--- src/rtl/mux_scanner.sv ---
// mux_scanner: walks a 4:1 mux select, lets each channel settle, and captures one 4-bit frame per scan.
// Completed frames are handed off with a valid/ack pair; a frame that arrives while one is pending is dropped and flagged.
module mux_scanner #(
  parameter int SETTLE = 2
) (
  input  logic       clk,
  input  logic       rst_n,
  input  logic       start,
  input  logic       continuous,
  input  logic       mux_out,
  input  logic       frame_ack,
  output logic [1:0] sel,
  output logic [3:0] frame,
  output logic       frame_valid,
  output logic       busy,
  output logic       overrun
);
  localparam logic [1:0] ST_IDLE   = 2'd0;
  localparam logic [1:0] ST_SETTLE = 2'd1;
  localparam logic [1:0] ST_SAMPLE = 2'd2;
  localparam logic [3:0] LAST      = 4'(SETTLE - 1);
  logic [1:0] state_q, state_d;
  logic [3:0] cnt_q, cnt_d;
  logic [1:0] sel_q, sel_d;
  logic [2:0] shadow_q, shadow_d;
  logic [3:0] frame_q, frame_d;
  logic       fv_q, fv_d, ovr_q, ovr_d, busy_q, busy_d;
  logic       done, take;
  always_comb begin
    state_d  = state_q;
    cnt_d    = cnt_q;
    sel_d    = sel_q;
    shadow_d = shadow_q;
    frame_d  = frame_q;
    fv_d     = fv_q;
    ovr_d    = ovr_q;
    done     = (state_q == ST_SAMPLE) && (sel_q == 2'd3);
    take     = done && (!fv_q || frame_ack);
    case (state_q)
      ST_IDLE: if (start) begin
        state_d = ST_SETTLE;
        cnt_d   = '0;
        sel_d   = '0;
        ovr_d   = 1'b0;
      end
      ST_SETTLE: begin
        cnt_d = cnt_q + 4'd1;
        if (cnt_q == LAST) state_d = ST_SAMPLE;
      end
      ST_SAMPLE: begin
        cnt_d = '0;
        sel_d = sel_q + 2'd1;
        if (sel_q != 2'd3) begin
          shadow_d[sel_q] = mux_out;
          state_d         = ST_SETTLE;
        end else state_d = continuous ? ST_SETTLE : ST_IDLE;
      end
      default: state_d = ST_IDLE;
    endcase
    // a completed frame either replaces the pending one or is dropped as an overrun
    if (take) begin
      frame_d = {mux_out, shadow_q};
      fv_d    = 1'b1;
    end else if (done) ovr_d = 1'b1;
    else if (fv_q && frame_ack) fv_d = 1'b0;
    busy_d = state_d != ST_IDLE;
  end
  always_ff @(posedge clk or negedge rst_n) begin
    if (!rst_n) begin
      state_q  <= ST_IDLE;
      cnt_q    <= '0;
      sel_q    <= '0;
      shadow_q <= '0;
      frame_q  <= '0;
      fv_q     <= 1'b0;
      ovr_q    <= 1'b0;
      busy_q   <= 1'b0;
    end else begin
      state_q  <= state_d;
      cnt_q    <= cnt_d;
      sel_q    <= sel_d;
      shadow_q <= shadow_d;
      frame_q  <= frame_d;
      fv_q     <= fv_d;
      ovr_q    <= ovr_d;
      busy_q   <= busy_d;
    end
  end
  assign sel         = sel_q;
  assign frame       = frame_q;
  assign frame_valid = fv_q;
  assign busy        = busy_q;
  assign overrun     = ovr_q;
endmodule

--- config.mk ---
export PLATFORM = sky130hd
export DESIGN_NAME = mux_scanner
export DESIGN_NICKNAME = d
export VERILOG_FILES = /design/src/rtl/mux_scanner.sv
export SDC_FILE = /design/constraint.sdc
export NUM_CORES = 1
export LEC_CHECK = 0
export CORE_UTILIZATION = 45
export CTS_CLUSTER_DIAMETER = 200
export CTS_CLUSTER_SIZE = 24
export DETAILED_ROUTE_END_ITERATION = 8
export MAX_ROUTING_LAYER = met4
export PLACE_DENSITY = 0.8
export SLEW_MARGIN = 20
export SYNTH_ARGS = -nofsm -noshare
export SYNTH_HDL_FRONTEND = slang
export SYNTH_SLANG_ARGS = --single-unit
export TNS_END_PERCENT = 30
--- constraint.sdc ---
create_clock -name clk -period 3.05 [get_ports clk]
set_clock_uncertainty 0.05 [all_clocks]
set_input_delay 0.4575 -clock clk [delete_from_list [all_inputs] [get_ports clk]]
set_output_delay 0.4575 -clock clk [all_outputs]
set_load 0.05 [all_outputs]
==> results of run 1 <==
## per-stage QoR
stage,area (um2),hold WS (ns)
finish,1100,0.465
global route,1100,0.484
CTS,1100,0.470
detailed placement,1070,0.438
global placement,1070,0.434
floorplan,918,0.112
## logic make-up (layout without fill, tap and decap cells)
kind of cell,Yosys count,after routing,synth area share (%)
DFF,18,18,49.0
and+or+nand+nor,25,25,16.5
AOI/OAI and AO/OA,15,15,9.95
buffers and inverters,10,25,5.18
xor gates and xnor gates,1,1,0.954
adders and majority gates,6,6,8.17
muxes,7,7,10.2
## power by group through the flow
stage                     registers [mW]  clock network, mW  logic (mW)
after floorplan                    0.498                  0       0.220
after global placement             0.423                  0       0.405
after detailed placement           0.429                  0       0.412
after CTS                          0.424              0.151       0.419
after global routing               0.443              0.157       0.461
final                              0.424              0.147       0.415
## final timing paths
kind | to | slack [ns] | depth (start not counted)
worst max-delay path | sel[0] | 0.98 | 1
worst min-delay path | frame[1]$_DFFE_PN0P_ | 0.47 | 1
worst max register to register | frame[2]$_DFFE_PN0P_ | 1.40 | 3
worst min register to register | frame[1]$_DFFE_PN0P_ | 0.47 | 1
max in group asynchronous | sel[0]$_DFFE_PN0P_ | 1.89 | 1
min in group asynchronous | cnt_q[2]$_DFFE_PN0P_ | 0.56 | 1
## cell usage in the layout, fill, tap and decap left out
| cell type | count |
|---|---|
| dfrtp_1 | 18 |
| clkdlybuf4s50_1 | 14 |
| nand2_1 | 8 |
| inv_1 | 7 |
| ha_1 | 6 |
| o21ai_0 | 5 |
| nor3b_1 | 4 |
| mux2_4 | 4 |
| nor2_1 | 3 |
| a21oi_1 | 3 |
| mux2_2 | 3 |
| clkbuf_4 | 3 |
| nand2b_1 | 2 |
| o32ai_1 | 2 |
| nor3_1 | 1 |
| nor4bb_1 | 1 |
| nor2b_2 | 1 |
| and3_4 | 1 |
| nand3_1 | 1 |
| or3b_2 | 1 |
| o31a_1 | 1 |
| o211ai_1 | 1 |
| o21ai_1 | 1 |
| nor3b_2 | 1 |
| xor2_1 | 1 |
| nor2b_1 | 1 |
| a31oi_1 | 1 |
| o22ai_1 | 1 |
| clkbuf_8 | 1 |
## sequential cells by signal, summed over array words and instances, names as in the netlist
register,flops
sel,2
state_q,2
frame,4
frame_valid,1
overrun,1
shadow_q,3
busy,1
cnt_q,4
## area by class of cell
class	count	area [um2]
Clock buffer	4	36.3
Fill cell	156	716
Inverter	7	26.3
Multi-Input combinational cell	54	420
Sequential cell	18	450
Tap cell	25	31.3
Timing Repair Buffer	14	140
## metal layers
layer / vias to the layer above / wire [um] / GRT usage, %
met1: 304 / 771 / 23.0
met3: 4 / 43 / 3.46
met5: - / 0 / -
met2: 9 / 751 / 28.1
li1: 312 / - / -
met4: 0 / 24 / 6.86
==> run metrics, run 1 <==
arrival time worst endpoint=1.56 ns; switching pwr=about 0.41 mW; Worst Path Max Fanout=6; Max Slew Vio Count=0; number of synthesized register bits=18; synth top area cells=dfrtp_1, ha_1, mux2_4, mux2_2, nand2_1; internal power=0.575 mW; Avg Vias per Cell=5.16; post-layout minimum cycle time=slightly above 2 ns; crit path from=sel[0]$_DFFE_PN0P_; max-cap viol count=0; clock share of power=14.9%; Post-Syn Area=918 um2; largest net degree at the start of global routing=19; Design Power=0.987 mW; vias in the first global route=599; Die Y=47.2 um; switching power share of the total=41.7%; buffers added on ports=14; Post-CTS Resized=0; Post-synth EDFFs=0; Finished Layout Cells=122; Final Hold Fails=0; Sink Count=18; Setup crit start kind=flip-flop; Nets=110; post-synth cell types=28; RD Place Congestion=a little under 0.8; global-route wire length before repair=2650 um; gr usage total=between 15 and 20%; ANT cells=0; initial antenna violation count=0; Lkg Pwr=0.481 nW; Synth Instances=82; clock-pin slew on the worst setup and hold paths=0.10 ns; hpwl dp=1110 um; Reg-to-Reg Start=state_q[1]$_DFF_PN0_; RSZ-0062 raised after global routing=no; Tightest Pin Transition=0.799 ns; Inst Count DP=118; status=finished clean; htree depth=1; largest stage delay on the critical path=0.83 ns; critical path buffer and inverter count=1; wire per inst=approximately 13 um; Setup TNS=0 ns; Initial DRC Count=11; CP required=2.54 ns; Congestion Overflow GR=0; Hold-fix buffers, CTS=0; Root Driver=clkbuf_4; layout cell share with drive strength beyond 1=15.5%; VDD IR-drop max=455 uV; cell chain of the critical path=clkdlybuf4s50_1; critical path type=flip-flop to primary output; DP Worst Slack=roughly 1.3 ns; post-synthesis net count=94; drt drc=0; Slowest cell on crit path=clkdlybuf4s50_1; die boundary width=47.2 um; Hold Crit Class=flip-flop to flip-flop; final worst slack=0.978 ns; Ys Warns=0; cell family with most CP delay=buffers and inverters; Clock Latency Late Sink=roughly 0.3 ns; Logic pwr share=42.1%; Synth Flop Type=dfrtp_1; final wirelength=1590 um; CP endpoint kind=primary output; Area Growth Syn to Fin=20.3%; Slew HR=46.6%; Util after Layout=60.7%; post-synth top area cell=dfrtp_1; Setup-failing EPs final=0; Longest Clk Path Bufs=2; register area share after synthesis=49.0%; Async SR Flop Fraction=100%; most common library cells after synthesis=dfrtp_1, nand2_1, inv_1; Power Density=between 800 and 900 nW/um2; top-area cell type share of the netlist area=49.0%; Mapped Avg Cell Area=11.2 um2; antenna-violating nets left=0; postcts setup bufs=0; IO Count=15; Final period util=67.9%; most common cell in the netlist=dfrtp_1; Vias=approximately 630; Initial Util=50.4%; min-delay src=shadow_q[1]$_DFFE_PN0P_; die area=2230 um2; core area=1820 um2; drt first pass iters=5; Max Clk Rate=a little under 500 MHz; CTS buffer count=3; Row Count=15; CTS tree=done; Sequential Power Share=43.0%
Power figures use the tool's default switching activity.
==> run 2, diff against run 1 <==
Settings changed: PLACE_DENSITY 0.8 to 0.83.
Clock period 3.05 ns to 1.67 ns, I/O delays scaled along.
==> run 2 against run 1 <==
Against the previous run: utilization stayed put; critical endpoint is now shadow_q[1]$_DFFE_PN0P_; cell area stayed put; highest routed layer unchanged; register-to-register slack worse by 1.2 ns; setup slack worse by 0.81 ns; largest power group is now combinational cells; sequential power is 78% higher; via count is 3.5% higher; critical path type is now flip-flop to flip-flop; die area stayed put; sequential share of layout area is 0.23 points higher; clock-buffer cell count stayed put; routed wire length is 0.19% lower; critical path depth is 3 higher.
==> run metrics, run 2 (synthesis gave the netlist of run 1 again) <==
Worst Path Max Fanout=6 (unchanged); post-layout minimum cycle time=1.50 ns; gr usage total=17.3% (-0.66 points); Final Hold Fails=0 (unchanged); global-route wire length before repair=2590 um (-2.1%); hpwl dp=1210 um (+9.2%); Power Density=1600 nW/um2 (+79%); Lkg Pwr=0.504 nW (+4.6%); most common cell after layout, fill and taps aside=dfrtp_1; largest net degree at the start of global routing=19 (unchanged); buffers added on ports=14 (unchanged); Post-CTS Resized=0 (unchanged); fill cell count=161 (+3.2%); CTS tree=done; Vias=651 (+3.5%); drt first pass iters=4 (-1); Tightest Pin Transition=0.375 ns (-0.423 ns); max-cap viol count=0 (unchanged); Cell Area, Placed=1080 um2 (+0.94%); final worst slack=0.166 ns (-0.812 ns); Setup crit start kind=flip-flop; postcts setup bufs=0 (unchanged); CTS buffer count=3 (unchanged); Congestion Overflow GR=0 (unchanged); Hold-fix buffers, CTS=0 (unchanged); most frequent cells in the layout=dfrtp_1, buf_4, nand2_1, inv_1, ha_1; Initial Util=50.4% (unchanged); worst reg2reg path depth=4 (+1); ANT cells=0 (unchanged); core area=1820 um2 (unchanged); Setup TNS=0 ns (unchanged); final wirelength=1590 um (-0.19%); vias in the first global route=591 (-1.3%); layout cell share with drive strength beyond 1=28.7% (+13 points); Sink Count=18 (unchanged); Nets=114 (+3.6%); post-route cell area=1100 um2 (unchanged); arrival time worst endpoint=1.63 ns (+0.07 ns); Max Clk Rate=~670 MHz; critical path type=flip-flop to flip-flop; Clock Latency Late Sink=0.28 ns (-0.02 ns); Hold Crit Class=input pin to async pin; DP Worst Slack=0.112 ns (-1.16 ns); drt drc=0 (unchanged); Die Y=47.2 um (unchanged); Avg Vias per Cell=5.17 (+0.21%); CP required=1.79 ns (-0.75 ns); clock-pin slew on the worst setup and hold paths=0.10 ns (about the same); Longest Clk Path Bufs=2 (unchanged); Design Power=1.77 mW (+79%); initial antenna violation count=0 (unchanged); antenna-violating nets left=0 (unchanged); Final period util=90.0%; status=finished clean; Max Slew Vio Count=0 (unchanged); CP endpoint kind=flip-flop; Initial DRC Count=5 (-6); htree depth=1 (unchanged); Root Driver=clkbuf_4; RSZ-0062 raised after global routing=no; die boundary width=47.2 um (unchanged); Area Growth Syn to Fin=20.3% (unchanged); die area=2230 um2 (unchanged); IO Count=15 (unchanged); Slew HR=75.0% (+28 points); Row Count=15 (unchanged); Setup-failing EPs final=0 (unchanged); VDD IR-drop max=836 uV (+84%); RD Place Congestion=0.761 (-1.5%); wire per inst=12.6 um (-3.4%)
run 2: per-layer routing:
metal | vias to the layer above | global-route usage, % | share of wire, %
met5 | - | - | 0
met4 | 0 | 5.14 | 0.57
met3 | 2 | 3.46 | 4.0
met2 | 18 | 27.5 | 48
met1 | 310 | 22.3 | 48
li1 | 321 | - | -
run 2: stage by stage:
stage                     hold WS (ns)  std cells  utilization [%]
after floorplan                -0.0951         82                -
after global placement           0.434        122             59.2
after detailed placement         0.444        122             59.2
after CTS                        0.234        126             60.7
after global routing             0.237        126             60.7
final                            0.232        126             60.7
run 2: area by class of cell:
cell class | count | area (um2) | area share (%)
flip-flops and latches | 18 | 453 | 41.0
well taps | 25 | 31.3 | 2.83
multi-input cells | 54 | 420 | 38.1
inverters | 7 | 26.3 | 2.38
clock buffers | 4 | 26.3 | 2.38
repair buffers | 18 | 148 | 13.4
run 2: worst paths after layout:
path                                           end  slack (ns)                     from
max                        shadow_q[1]$_DFFE_PN0P_        0.17       sel[0]$_DFFE_PN0P_
min in group clk              frame[0]$_DFFE_PN0P_        0.47  shadow_q[0]$_DFFE_PN0P_
max reg2reg                shadow_q[1]$_DFFE_PN0P_        0.17       sel[0]$_DFFE_PN0P_
min reg2reg                   frame[0]$_DFFE_PN0P_        0.47  shadow_q[0]$_DFFE_PN0P_
max in group asynchronous       sel[0]$_DFFE_PN0P_        1.13                    rst_n
min                           cnt_q[3]$_DFFE_PN0P_        0.23                    rst_n
run 2: worst max-delay path: stages, from the launching register on:
cell and delay, ns:
dfrtp_2 0.46, ha_1 0.28, nor3b_2 0.25, nand2_1 0.10, mux2_2 0.27
run 2: where the power goes:
part           internal (mW)  total [mW]  switching [mW]
sequential             0.592       0.754           0.162
clock                 0.0925       0.216           0.123
combinational          0.340       0.802           0.462
total                   1.02        1.77           0.747
==> run 3, diff against run 2 <==
==> constraint.sdc (replaced) <==
create_clock -name clk -period 1.67 [get_ports clk]
set_clock_uncertainty 0.05 [all_clocks]
set_input_delay 0.334 -clock clk [delete_from_list [all_inputs] [get_ports clk]]
set_output_delay 0.334 -clock clk [all_outputs]
set_load 0.05 [all_outputs]
==> run 3 against run 2 <==
Against the previous run: die area unchanged; clock-buffer cell count unchanged; cell count unchanged; routed wire length increased by 2.8%; sequential cell count unchanged; utilization increased by 1.9 points; first-iteration DRC count increased by 80%; largest power group unchanged; hold slack improved by 0.068 ns; global-route usage increased by 2.3 points; non-clock buffer count unchanged; critical path type unchanged; power increased by 6.3%.
==> run metrics, run 3 (synthesis gave the netlist of run 1 again) <==
Sink Count=18 (unchanged); Design Power=1.88 mW (+6.3%); RSZ-0062 raised after global routing=no; most common cell after layout, fill and taps aside=dfrtp_1; Setup-failing EPs final=0 (unchanged); postcts setup bufs=0 (unchanged); IO Count=15 (unchanged); most frequent cells in the layout=dfrtp_1, buf_4, nand2_1, inv_1, ha_1; Reg-to-Reg Start=sel[0]$_DFFE_PN0P_; Row Count=15 (unchanged); Slew HR=80.2% (+5.2 points); htree depth=1 (unchanged); Setup crit start kind=flip-flop; length of routed wiring on met1=791 um (+4.2%); hpwl dp=1220 um (+0.86%); Max Clk Rate=659 MHz (-0.86%); CTS tree=done; CP required=1.80 ns (about the same); gr usage total=19.6% (+2.3 points); initial antenna violation count=0 (unchanged); Avg Vias per Cell=5.11 (-1.1%); die area=2230 um2 (unchanged); final wirelength=1630 um (+2.8%); max-cap viol count=0 (unchanged); Tightest Pin Transition=0.295 ns (-0.0799 ns); Hold-fix buffers, CTS=0 (unchanged); Initial Util=50.4% (unchanged); buffers added on ports=14 (unchanged); ANT cells=0 (unchanged); Inst Count DP=122 (unchanged); Initial DRC Count=9 (+4); die boundary width=47.2 um (unchanged); Max Slew Vio Count=0 (unchanged); Post-CTS Resized=0 (unchanged); Root Driver=clkbuf_4; Setup TNS=0 ns (unchanged); Nets=114 (unchanged); Final period util=90.8% (+0.78 points); clock-pin slew on the worst setup and hold paths=0.10 ns (about the same); Util after Layout=62.6% (+1.9 points); Power Density=1650 nW/um2 (+3.0%); wire per inst=13.0 um (+2.8%); Finished Layout Cells=126 (unchanged); Lkg Pwr=0.517 nW (+2.6%); VDD IR-drop max=888 uV (+6.2%); final worst slack=0.153 ns (-0.0131 ns); Final Hold Fails=0 (unchanged); critical path type=flip-flop to flip-flop; vias in the first global route=626 (+5.9%); Congestion Overflow GR=0 (unchanged); global-route wire length before repair=2870 um (+11%); Hold Crit Class=input pin to async pin; WL met2=768 um (+1.9%); largest net degree at the start of global routing=19 (unchanged); post-layout minimum cycle time=1.52 ns (+0.0131 ns); worst reg2reg setup slack=0.15 ns (about the same); arrival time worst endpoint=1.65 ns (+0.02 ns); worst reg2reg path depth=4 (unchanged); Longest Clk Path Bufs=2 (unchanged); Clock Latency Late Sink=0.29 ns (about the same); layout cell share with drive strength beyond 1=29.7% (+0.99 points); drt first pass iters=4 (unchanged); met3 WL=49 um (-22%); core area=1820 um2 (unchanged); CP endpoint kind=flip-flop; drt drc=0 (unchanged); Die Y=47.2 um (unchanged); status=finished clean; RD Place Congestion=0.780 (+2.5%); max layer used=met4; Vias=644 (-1.1%); worst r2r dst=shadow_q[0]$_DFFE_PN0P_; DP Worst Slack=-0.000360 ns (-0.113 ns); Worst Path Max Fanout=6 (unchanged); Area Growth Syn to Fin=24.1%; antenna-violating nets left=0 (unchanged); CTS buffer count=3 (unchanged); fill cell count=151 (-6.2%)
## run 3: changes by cell type in the layout (fill, tap and decap cells not counted)
cell      change
buf_12        +2
clkbuf_8      +1
buf_4         -2
clkbuf_1      -1
## run 3: routing by layer
| layer | vias up | track usage (%) |
|---|---|---|
| li1 | 319 | - |
| met4 | 0 | 8.57 |
| met1 | 309 | 25.7 |
| met2 | 12 | 29.7 |
| met5 | - | - |
| met3 | 4 | 3.46 |
## run 3: through the flow
stage / cell area [um2] / hold slack (ns)
6_report: 1140 / 0.300
2_1_floorplan: 921 / -0.0116
3_3_place_gp: 1100 / 0.434
3_5_place_dp: 1100 / 0.446
5_1_grt: 1140 / 0.300
4_1_cts: 1140 / 0.304
## run 3: how the worst max path moves through the flow
stage	to	from	slack (ns)	depth (start not counted)
6_report	shadow_q[0]$_DFFE_PN0P_	sel[0]$_DFFE_PN0P_	0.15	4
5_1_grt	shadow_q[0]$_DFFE_PN0P_	sel[0]$_DFFE_PN0P_	0.04	4
4_1_cts	shadow_q[0]$_DFFE_PN0P_	sel[0]$_DFFE_PN0P_	0.16	4
3_5_place_dp	frame[2]$_DFFE_PN0P_	frame_ack	-0.0004	4
3_3_place_gp	frame[2]$_DFFE_PN0P_	frame_ack	0.05	4
2_1_floorplan	frame[0]$_DFFE_PN0P_	sel[0]$_DFFE_PN0P_	0.10	4
## run 3: where the power goes
| part | internal, mW | switching (mW) |
|---|---|---|
| clock network | 0.133 | 0.135 |
| logic | 0.383 | 0.472 |
| registers | 0.592 | 0.168 |
## run 3: layout make-up
type                    count  area (um2)  area share (%)
flip-flops and latches     18         453            39.7
inverters                   7        26.3            2.31
well taps                  25        31.3            2.74
multi-input cells          54         420            36.9
repair buffers             18         173            15.1
clock buffers               4        36.3            3.18
## run 3: critical path, stage by stage, from the launching register on
cell     delay [ns]
dfrtp_2        0.47
ha_1           0.28
nor3b_2        0.23
nand2_1        0.09
mux2_2         0.28
